### src/rtl/complete_top.sv
// LCD image generator: init/clear sequencer, 8x8 pen cursor with move/draw modes, palette and beep.
// Defining COMPLETE_SOUND_EN builds the beep generator; otherwise sound_out is tied to zero.
module complete_top #(
    parameter int          INIT_WAIT  = 120000,
    parameter int          SLEEP_WAIT = 60000,
    parameter int          CUR_SIZE   = 8,
    parameter logic [15:0] BG_COLOR   = 16'h0000,
    parameter int          BEEP_LEN   = 50000,
    parameter int          TONE_DIV   = 25,
    parameter int          H_RES      = 240,
    parameter int          V_RES      = 320
) (
    input  logic       hwclk,
    input  logic       reset,
    input  logic       left,
    input  logic       right,
    input  logic       up,
    input  logic       down,
    input  logic       mode_pb,
    input  logic       KeyEnc,
    output logic       dcx,
    output logic       wr,
    output logic [7:0] D,
    output logic [5:0] sound_out
);
    localparam logic [15:0] CS         = 16'(CUR_SIZE);
    localparam logic [15:0] COLS       = 16'(H_RES / CUR_SIZE);
    localparam logic [15:0] ROWS       = 16'(V_RES / CUR_SIZE);
    localparam logic [31:0] CLR_BYTES  = 32'(2 * H_RES * V_RES);
    localparam logic [31:0] CELL_BYTES = 32'(2 * CUR_SIZE * CUR_SIZE);
    localparam logic [1:0]  JOB_CLEAR  = 2'd0;
    localparam logic [1:0]  JOB_ERASE  = 2'd1;
    localparam logic [1:0]  JOB_DRAW   = 2'd2;

    typedef enum logic [3:0] {
        ST_WAIT_INIT, ST_SLPOUT, ST_WAIT_SLP, ST_COLMOD, ST_COLMOD_D, ST_DISPON,
        ST_CASET, ST_CASET_D, ST_RASET, ST_RASET_D, ST_RAMWR, ST_PIXEL, ST_IDLE
    } state_t;

    state_t      r_state, w_next;
    logic [5:0]  r_sync1, r_sync2, r_sync3, w_rise;
    logic [31:0] r_cnt, r_nbytes;
    logic        r_phase, r_wr, r_dcx, r_mode, r_pend_valid;
    logic [7:0]  r_d, w_byte;
    logic [1:0]  r_job, r_pend_dir, w_evt_dir, w_svc_dir;
    logic [2:0]  r_cidx;
    logic [15:0] r_col, r_row, r_new_col, r_new_row, r_xs, r_xe, r_ys, r_ye, r_color;
    logic [15:0] w_ncol, w_nrow, w_cell_col, w_cell_row, w_pal;
    logic        w_evt_valid, w_svc_valid, w_go, w_blocked, w_send, w_byte_done, w_dcx, w_last_byte;

    // Two-flop synchroniser plus a third flop for rising-edge detection
    always_ff @(posedge hwclk) begin
        if (reset) begin
            r_sync1 <= '0;
            r_sync2 <= '0;
            r_sync3 <= '0;
        end else begin
            r_sync1 <= {KeyEnc, mode_pb, right, left, down, up};
            r_sync2 <= r_sync1;
            r_sync3 <= r_sync2;
        end
    end
    assign w_rise = r_sync2 & ~r_sync3;

    always_comb begin
        w_evt_valid = |w_rise[3:0];
        if (w_rise[0])      w_evt_dir = 2'd0;
        else if (w_rise[1]) w_evt_dir = 2'd1;
        else if (w_rise[2]) w_evt_dir = 2'd2;
        else                w_evt_dir = 2'd3;
        w_svc_valid = r_pend_valid | w_evt_valid;
        w_svc_dir   = r_pend_valid ? r_pend_dir : w_evt_dir;
        w_go        = (r_state == ST_IDLE) && w_svc_valid;
        w_ncol      = r_col;
        w_nrow      = r_row;
        w_blocked   = 1'b0;
        case (w_svc_dir)
            2'd0:    begin w_blocked = (r_row == 16'd0);         w_nrow = r_row - 16'd1; end
            2'd1:    begin w_blocked = (r_row == ROWS - 16'd1);  w_nrow = r_row + 16'd1; end
            2'd2:    begin w_blocked = (r_col == 16'd0);         w_ncol = r_col - 16'd1; end
            default: begin w_blocked = (r_col == COLS - 16'd1);  w_ncol = r_col + 16'd1; end
        endcase
        // In IDLE the first cell is the old one (MOVE erase) or the new one (DRAW trail)
        if (r_state == ST_IDLE) begin
            w_cell_col = r_mode ? w_ncol : r_col;
            w_cell_row = r_mode ? w_nrow : r_row;
        end else if (r_job == JOB_ERASE) begin
            w_cell_col = r_new_col;
            w_cell_row = r_new_row;
        end else begin
            w_cell_col = r_col;
            w_cell_row = r_row;
        end
        case (r_cidx)
            3'd0:    w_pal = 16'hFFFF;
            3'd1:    w_pal = 16'hF800;
            3'd2:    w_pal = 16'h07E0;
            3'd3:    w_pal = 16'h001F;
            3'd4:    w_pal = 16'hFFE0;
            3'd5:    w_pal = 16'hF81F;
            3'd6:    w_pal = 16'h07FF;
            default: w_pal = 16'hFD20;
        endcase
    end

    always_comb begin
        w_send = (r_state != ST_WAIT_INIT) && (r_state != ST_WAIT_SLP) && (r_state != ST_IDLE);
        w_byte_done = w_send && r_phase;
        w_last_byte = (r_state == ST_PIXEL) && w_byte_done && (r_cnt == r_nbytes - 32'd1);
        w_byte = 8'h00;
        w_dcx  = 1'b0;
        case (r_state)
            ST_SLPOUT:   w_byte = 8'h11;
            ST_COLMOD:   w_byte = 8'h3A;
            ST_COLMOD_D: begin w_byte = 8'h55; w_dcx = 1'b1; end
            ST_DISPON:   w_byte = 8'h29;
            ST_CASET:    w_byte = 8'h2A;
            ST_RASET:    w_byte = 8'h2B;
            ST_RAMWR:    w_byte = 8'h2C;
            ST_CASET_D, ST_RASET_D: begin
                w_dcx = 1'b1;
                case (r_cnt[1:0])
                    2'd0:    w_byte = (r_state == ST_CASET_D) ? r_xs[15:8] : r_ys[15:8];
                    2'd1:    w_byte = (r_state == ST_CASET_D) ? r_xs[7:0]  : r_ys[7:0];
                    2'd2:    w_byte = (r_state == ST_CASET_D) ? r_xe[15:8] : r_ye[15:8];
                    default: w_byte = (r_state == ST_CASET_D) ? r_xe[7:0]  : r_ye[7:0];
                endcase
            end
            ST_PIXEL: begin w_dcx = 1'b1; w_byte = r_cnt[0] ? r_color[7:0] : r_color[15:8]; end
            default: ;
        endcase
        w_next = r_state;
        case (r_state)
            ST_WAIT_INIT: if (r_cnt == 32'(INIT_WAIT - 1))  w_next = ST_SLPOUT;
            ST_SLPOUT:    if (w_byte_done)                  w_next = ST_WAIT_SLP;
            ST_WAIT_SLP:  if (r_cnt == 32'(SLEEP_WAIT - 1)) w_next = ST_COLMOD;
            ST_COLMOD:    if (w_byte_done)                  w_next = ST_COLMOD_D;
            ST_COLMOD_D:  if (w_byte_done)                  w_next = ST_DISPON;
            ST_DISPON:    if (w_byte_done)                  w_next = ST_CASET;
            ST_CASET:     if (w_byte_done)                  w_next = ST_CASET_D;
            ST_CASET_D:   if (w_byte_done && r_cnt == 32'd3) w_next = ST_RASET;
            ST_RASET:     if (w_byte_done)                  w_next = ST_RASET_D;
            ST_RASET_D:   if (w_byte_done && r_cnt == 32'd3) w_next = ST_RAMWR;
            ST_RAMWR:     if (w_byte_done)                  w_next = ST_PIXEL;
            ST_PIXEL:     if (w_last_byte) w_next = (r_job == JOB_DRAW) ? ST_IDLE : ST_CASET;
            ST_IDLE:      if (w_go && !w_blocked)           w_next = ST_CASET;
            default:                                        w_next = ST_WAIT_INIT;
        endcase
    end

    always_ff @(posedge hwclk) begin
        if (reset) r_state <= ST_WAIT_INIT;
        else       r_state <= w_next;
    end

    always_ff @(posedge hwclk) begin
        if (reset) begin
            r_cnt <= '0; r_nbytes <= '0; r_phase <= 1'b0;
            r_wr <= 1'b1; r_dcx <= 1'b0; r_d <= 8'h00;
            r_col <= '0; r_row <= '0; r_new_col <= '0; r_new_row <= '0;
            r_xs <= '0; r_xe <= '0; r_ys <= '0; r_ye <= '0;
            r_job <= JOB_CLEAR; r_color <= BG_COLOR; r_mode <= 1'b0; r_cidx <= 3'd0;
            r_pend_valid <= 1'b0; r_pend_dir <= 2'd0;
        end else begin
            if (w_next != r_state)
                r_cnt <= '0;
            else if (!w_send || w_byte_done)
                r_cnt <= r_cnt + 32'd1;
            r_phase <= w_send && !r_phase;
            r_wr    <= !(w_send && !r_phase);
            if (w_send && !r_phase) begin
                r_dcx <= w_dcx;
                r_d   <= w_byte;
            end
            if (w_rise[4]) r_mode <= ~r_mode;
            if (w_rise[5]) r_cidx <= r_cidx + 3'd1;
            if (r_state == ST_IDLE)
                r_pend_valid <= 1'b0;
            else if (!r_pend_valid && w_evt_valid) begin
                r_pend_valid <= 1'b1;
                r_pend_dir   <= w_evt_dir;
            end
            if (r_state == ST_DISPON && w_byte_done) begin
                r_job <= JOB_CLEAR; r_color <= BG_COLOR; r_nbytes <= CLR_BYTES;
                r_xs <= 16'd0; r_xe <= 16'(H_RES - 1); r_ys <= 16'd0; r_ye <= 16'(V_RES - 1);
            end else if (w_last_byte && r_job != JOB_DRAW) begin
                r_job <= JOB_DRAW; r_color <= w_pal; r_nbytes <= CELL_BYTES;
                r_xs <= w_cell_col * CS; r_xe <= w_cell_col * CS + CS - 16'd1;
                r_ys <= w_cell_row * CS; r_ye <= w_cell_row * CS + CS - 16'd1;
                if (r_job == JOB_ERASE) begin
                    r_col <= r_new_col;
                    r_row <= r_new_row;
                end
            end else if (w_go && !w_blocked) begin
                r_nbytes <= CELL_BYTES;
                r_xs <= w_cell_col * CS; r_xe <= w_cell_col * CS + CS - 16'd1;
                r_ys <= w_cell_row * CS; r_ye <= w_cell_row * CS + CS - 16'd1;
                if (r_mode) begin
                    r_job <= JOB_DRAW; r_color <= w_pal; r_col <= w_ncol; r_row <= w_nrow;
                end else begin
                    r_job <= JOB_ERASE; r_color <= BG_COLOR; r_new_col <= w_ncol; r_new_row <= w_nrow;
                end
            end
        end
    end

    assign wr  = r_wr;
    assign dcx = r_dcx;
    assign D   = r_d;

`ifdef COMPLETE_SOUND_EN
    logic [31:0] r_beep_cnt, r_tone_cnt, r_half;
    logic        r_sq;
    // Every move decision (accepted or blocked) restarts the beep
    always_ff @(posedge hwclk) begin
        if (reset) begin
            r_beep_cnt <= '0; r_tone_cnt <= '0; r_half <= '0; r_sq <= 1'b0;
        end else if (w_go) begin
            r_beep_cnt <= 32'(BEEP_LEN);
            r_tone_cnt <= '0;
            r_sq       <= 1'b1;
            r_half     <= w_blocked ? 32'(2 * TONE_DIV) : 32'(TONE_DIV);
        end else if (r_beep_cnt != 32'd0) begin
            r_beep_cnt <= r_beep_cnt - 32'd1;
            if (r_tone_cnt == r_half - 32'd1) begin
                r_tone_cnt <= '0;
                r_sq       <= ~r_sq;
            end else begin
                r_tone_cnt <= r_tone_cnt + 32'd1;
            end
        end
    end
    assign sound_out = (r_beep_cnt != 32'd0 && r_sq) ? 6'h3F : 6'h00;
`else
    logic w_unused_cfg;
    assign w_unused_cfg = ^{BEEP_LEN[0], TONE_DIV[0]};
    assign sound_out    = 6'h00;
`endif

endmodule

### config.mk
export PLATFORM = sky130hd
export DESIGN_NAME = complete_top
export DESIGN_NICKNAME = d
export VERILOG_FILES = /design/src/rtl/complete_top.sv
export SDC_FILE = /design/constraint.sdc
export NUM_CORES = 1
export LEC_CHECK = 0
export CAP_MARGIN = 15
export CORE_MARGIN = 2
export CORE_UTILIZATION = 30
export CTS_CLUSTER_DIAMETER = 80
export DETAILED_ROUTE_END_ITERATION = 8
export GPL_TIMING_DRIVEN = 0
export SYNTH_ARGS = -nofsm -noshare
export SYNTH_HDL_FRONTEND = slang
export SYNTH_SLANG_ARGS = --single-unit
export TNS_END_PERCENT = 20
### constraint.sdc
create_clock -name hwclk -period 5.75 [get_ports hwclk]
set_input_delay 1.15 -clock hwclk [delete_from_list [all_inputs] [get_ports hwclk]]
set_output_delay 1.15 -clock hwclk [all_outputs]
set_load 0.02 [all_outputs]
# After elaboration in Yosys (flattened, before gate mapping)
# Index checks and enable logic that the tools add are counted.
# totals
register_bits,217
output_inout_bits,16
wordCells,178
# op_classes
add_sub_neg,11
n_eq_ne,34
muxes,60
bitwise_logic,7
n_reduce_logical,38
# ops
operator,n
16-bit two-way mux,19
16-bit one-hot mux with 7 select lines,1
8-bit one-hot mux with 9 select lines,1
16-bit one-hot mux with 2 select lines,2
"16-bit by 1-bit subtractor with 16-bit output, second input constant",4
4-bit two-way mux,14
18-bit two-way mux,3
4-bit one-hot mux with 13 select lines,1
8-bit two-way mux,6
"16-bit by 1-bit adder with 16-bit output, second input constant",2
"16-bit by 4-bit adder with 16-bit output, second input constant",2
"32-bit by 1-bit adder with 32-bit output, second input constant",1
"32-bit by 16-bit equality test with 1-bit output, second input constant",1
"32-bit by 17-bit equality test with 1-bit output, second input constant",1
"32-bit by 2-bit equality test with 1-bit output, second input constant",1
32-bit equality test,1
16-bit logical NOT,2
13-bit two-way mux,2
8-bit one-hot mux with 3 select lines,1
"4-bit equality test, second input constant",5
"18-bit by 1-bit subtractor with 19-bit output, second input constant",1
"16-bit by 5-bit equality test with 1-bit output, second input constant",1
"16-bit by 6-bit equality test with 1-bit output, second input constant",1
"4-bit by 3-bit equality test with 1-bit output, second input constant",4
other kinds (34),73

# Longest topological paths before layout
# logic_depth
ltp_word,16
mapped_depth,17

# Worst setup path before layout
# Ideal clock, no wire load.
# synth_path
kind,reg-to-reg
startpoint,reg r_sync2[0]
endpoint,reg r_new_row[15]
setup_ps,133
arrival_time_ps,4005
required_ps,5617
path_slack_ps,1612
path_stages_with_launch,17
period_less_slack_ps,4138
cell_sequence,dfxtp_1 nor2b_1 or2_2 o21a_1 buf_2 buf_1 buf_1 nand2_1 ha_1 a211oi_1 nor2_1 a2111oi_0 o31ai_1 and3_1 nor3_1 xnor2_1 a21oi_1
# synth_between
elab_chain_len,8
elab_cells_between_ends,14
classes_between,eq/ne (2); mux (4); bitwise (2); reduce/logical (6)
# synth_lines
item,line,source
start: declaration,41,"logic [5:0] r_sync1, r_sync2, r_sync3, w_rise;"
start signal: assignment,59,r_sync2 <= r_sync1;
6-bit AND *,63,assign w_rise = r_sync2 & ~r_sync3;
2-bit two-way mux,67,if (w_rise[0]) w_evt_dir = 2'd0;
2-bit two-way mux,72,w_svc_dir = r_pend_valid ? r_pend_dir : w_evt_dir;
2-bit equality test (tied with other cells),77,case (w_svc_dir)
1-bit one-hot mux with 3 select lines,77,
1-bit logical NOT,194,end else if (w_go && !w_blocked) begin
1-bit logical AND,194,
4-bit AND reduction (no line),--,
end signal: assignment,160,r_col <= '0; r_row <= '0; r_new_col <= '0; r_new_row <= '0;
end signal: assignment,201,r_job <= JOB_ERASE; r_color <= BG_COLOR; r_new_col <= w_ncol; r_new_row <= w_nrow;
end: declaration,47,"logic [15:0] r_col, r_row, r_new_col, r_new_row, r_xs, r_xe, r_ys, r_ye, r_color;"
# Mark *: on every way between the ends. The rest lies on a longest branch, timed or not.
# A chain may end at the register's enable or synchronous reset.

# Worst setup path in the final report
# layout_path
startpoint,reg r_sync2[0]
endpoint,reg r_row[15]
# layout_between
elab_chain_len,9
elab_cells_between_ends,18
classes_between,eq/ne (2); mux (7); bitwise (2); reduce/logical (7)
# layout_lines
item,line,source
6-bit AND *,63,
2-bit two-way mux,67,
2-bit two-way mux,72,
2-bit equality test (tied with other cells),77,
1-bit one-hot mux with 3 select lines,77,
1-bit logical NOT,194,
1-bit logical AND,194,
2-bit nonzero test (no line),--,
2-bit AND reduction (no line),--,
end signal: assignment,192,r_row <= r_new_row;
end: declaration,47,
# Mark *: on every way between the ends. The rest lies on a longest branch, timed or not. The select of a mux whose other input is x is not followed.

==> run summary <==
The worst register-to-register path begins at r_sync2[0]. The width of the die came out at 190.2 um. For this design the static power due to leakage is 4.269 nW.

The area of the die came out at 0.03617 mm^2. The power density over cell area is 236.8 mW/mm^2. The setup slack of the worst register-to-register path is 0.51 ns.

The starting DRC count in detailed routing came out at 1140. The signal arrival time at the worst endpoint is 5.53 ns. The biggest area contributor in the post-synthesis netlist is dfxtp_1. The clock net sink count came out at 179.

Once detail routing completed, the nets flagged for antenna violations numbered 0. The number of antenna violations at the first check in global routing was 1. The worst hold slack came out at between 0.4 and 0.5 ns. For this run, the share of the core covered by cells in the final layout is 0.3431. The number of buffers created by CTS came out at 17. The clock transition at the registers of the reported paths came out at 0.07 ns. The number of buffers and inverters on the critical path is 3. The met2 usage in global routing came out at 0.3008. The number of flops mapped to enable cells by yosys came out at 0. Relative to the synthesized area, the layout overhead comes to 13.43%.

The average vias per placed instance came out at 5.509. The count of distinct cell types in the synthesized netlist came out at between 70 and 80. The critical path starts at r_sync2[0]. Among all flip-flop cells after synthesis, the most frequent one is dfxtp_1. The delay contributed by the slowest stage of the critical path is about 0.7 ns.

Derived from the worst setup path, the maximum achievable clock frequency is 190.8 MHz. The path class of the tightest hold or removal check is reg -> reg. The global routing stage identified its most utilized layer as met2. Synthesis produced a netlist whose cell count is between 1000 and 1500. The max-slew violation count came out at 0.

In this run the tool buffered the top-level ports with 17 buffer cells. The first global-routing pass estimated between 50000 and 60000 um of wire. The initial standard-cell utilization of the core is 0.3025. The routability congestion estimate came out at around 0.94.

The number of optimization iterations in the first detailed-route pass came out at 8. Setup slack on the critical path of the routed design comes to between 0.5 and 0.6 ns. The floorplan core area came out at 0.03437 mm^2.

The latest clock arrival within the worst-skew pair came out at 0.45 ns. The half-perimeter wire length of the detailed placement result is 25080 um. The maximum root-to-sink buffer count came out at 2. By area the synthesized netlist is led by dfxtp_1, nand2_1, a21oi_1. Of the total power, the share spent switching nets is 0.2901. The routed layout has 10190 vias. In this run the cell area of the synthesized design comes to 0.01040 mm^2. The combinational cell fraction of total power is 0.108. STA classifies the critical path startpoint as a flip-flop. The dominant cell by count in the synthesized netlist is dfxtp_1.

The worst setup path is captured at a flip-flop. Entering global routing, the biggest net connects 20 pins. The global router's overall resource usage is 0.1903. The power consumption came out at approximately 2.8 mW. The share of synthesized area occupied by flip-flops and latches is 0.3446.

The master of the slowest instance on the critical path is a2111oi_0. The internal power summed over all cells came out at 1.983 mW. For the final database, setup skew stands at 0.01322 ns. The transition at the pin with the smallest max-transition slack is 1.080 ns. The count of standard-cell rows came out at 68. The shortest clock period the worst path allows after layout came out at 5.242 ns. The Yosys step of the flow raised 0 warnings. The count of state elements after synthesis came out at roughly 180. The cell sitting at the root of the clock tree is a clkbuf_16. The total of endpoints with negative setup slack in the final report came out at 0. The hold buffer count at cts came out at 0. The fraction of registers with async set or reset after synthesis is 0.

The worst-case IR drop observed on VDD is 0.0002379 V. The remaining max-slew budget at the tightest pin is 0.2737. For this design the total switching power over the nets is 0.8104 mW. Setup repair after global routing left no endpoint under its margin. Global routing finished with a remaining overflow of 0.

TritonCTS built the clock tree. The die is 190.2 um tall. The number of nets in the layout came out at between 1000 and 1500.

The global-route met3 utilization came out at 0.03966. The met1 demand-to-capacity share in global routing is 0.2594. The cell family contributing the most delay on the critical path is simple AND/OR/NAND/NOR gates. The launch instance of the worst min-delay path is r_sync1[3]. Of the available clock period, the critical path in the final layout requires 0.9116. The fill cell instance count of the final layout is 3637. The share of total power in the clock network is 0.442.

For this block, the routed nets add up to roughly 34000 um of wire. The max capacitance violation total is 0. The critical-path maximum fanout came out at 15. The H-tree depth is 4. The signal on the critical path passes through nor2b_1, or2_2, o21a_1, buf_2, buf_1, clkbuf_2, nand2_2, ha_1, a211oi_1, nor2_1, a2111oi_0, o31ai_1, and3_1, nor3_1, or3_1, a31oi_1.

The DRC violation count after routing came out at 0. The number of ports placed on the die boundary came out at 24. The number of global-route vias before repair came out at 9501.

The mean cell area of the mapped netlist came out at 7.772 um^2. Of the total power, registers draw 0.450. The run finished with clean final reports. The required arrival time at the worst endpoint came out at just over 6 ns. The count of final hold-check violations is 0. Ranked by instance count, the synthesized netlist is headed by dfxtp_1, nand2_1, nor2_1. Timing analysis after detailed placement gives a worst setup slack of -0.04553 ns.

The fraction of post-synthesis cell area in the top cell type by area came out at 0.3446. Of the cells placed in the final design, the portion with a size suffix greater than 1 is 0.08615. The worst setup path is of the reg -> reg kind. The average wire per standard cell came out at between 15 and 20 um.
-- final timing paths --
| check | to | cells after the start |
|---|---|---|
| max | r_row[15] | 16 |
| max reg2reg | r_row[15] | 16 |
| min | r_sync2[3] | 1 |
| min reg2reg | r_sync2[3] | 1 |
-- state kept, by name (all words and copies together) (netlist names), 2 cells and up --
signal,flops
D,8
r_cidx,3
r_cnt,32
r_col,16
r_color,4
r_job,2
r_nbytes,2
r_new_col,16
r_new_row,16
r_pend_dir,2
r_row,16
r_state,4
r_sync1,6
r_sync2,6
r_sync3,6
r_xe,5
r_xs,13
r_ye,4
r_ys,13
-- placed cells by master (no fill, tap or decap), types with 17 or more instances in the layout --
cell type / Yosys / routed
dfxtp_1: 179 / 179
nand2_1: 171 / 170
nor2_1: 132 / 132
a21oi_1: 126 / 126
o21ai_0: 81 / 81
nor3_1: 43 / 43
nand3_1: 40 / 40
ha_1: 39 / 39
clkbuf_1: 37 / 37
inv_1: 36 / 36
nor2b_1: 32 / 32
xnor2_1: 32 / 32
a211oi_1: 31 / 31
nor2_2: 31 / 31
xor2_1: 27 / 27
mux2i_1: 26 / 26
nor4_1: 23 / 23
clkbuf_16: 0 / 17
clkdlybuf4s50_1: 0 / 17
-- power groups by stage --
stage,combinational (mW),sequential [mW],clock (mW)
after global placement,0.290,1.28,0
final,0.302,1.26,1.24
after floorplan,0.206,1.28,0
after CTS,0.296,1.26,1.25
after global routing,0.327,1.26,1.29
after detailed placement,0.294,1.28,0
-- final cells by class --
type	count	area [um^2]	share of cell area
inverter	36	135.1	0.01146
multi-input combinational	1049	6281	0.5325
tap	455	569.3	0.04827
buffer	79	421.7	0.03575
timing repair buffer	18	175.2	0.01485
sequential	179	3583	0.3038
antenna	1	2.502	0.0002122
clock inverter	14	187.7	0.01591
clock buffer	18	439.2	0.03723
-- layer usage --
metal / part of all wire / up-vias
met3: 0.077 / 64
met2: 0.45 / 405
met5: 0 / -
met4: 0.023 / 0
met1: 0.45 / 4866
li1: - / 4852
-- stage by stage --
step | instance area, um^2 | std cells | TNS, ns
floorplan | 10420 | 1343 | 0
global placement | 11160 | 1815 | 0
detailed placement | 11160 | 1815 | -0.07994
CTS | 11790 | 1847 | 0
global route | 11790 | 1848 | 0
finish | 11800 | 1849 | 0
-- timing repair --
action	CTS	global route
resized for setup	1	1
endpoints found under the setup margin	3	5
setup buffers	0	0
-- cell families (layout without fill, tap and decap cells) --
kind of cell | count (synthesis) | in the layout | share of synthesized area
buf+inv | 115 | 165 | 0.05342
xor+xnor | 59 | 59 | 0.04969
flops | 179 | 179 | 0.3446
compound gates | 360 | 360 | 0.2162
other cells | 1 | 7 | 0.0003606
mux | 27 | 27 | 0.02611
fa+ha+maj | 41 | 41 | 0.05078
simple gates | 556 | 556 | 0.2588
Note: power is estimated with default switching activity, not from simulation.
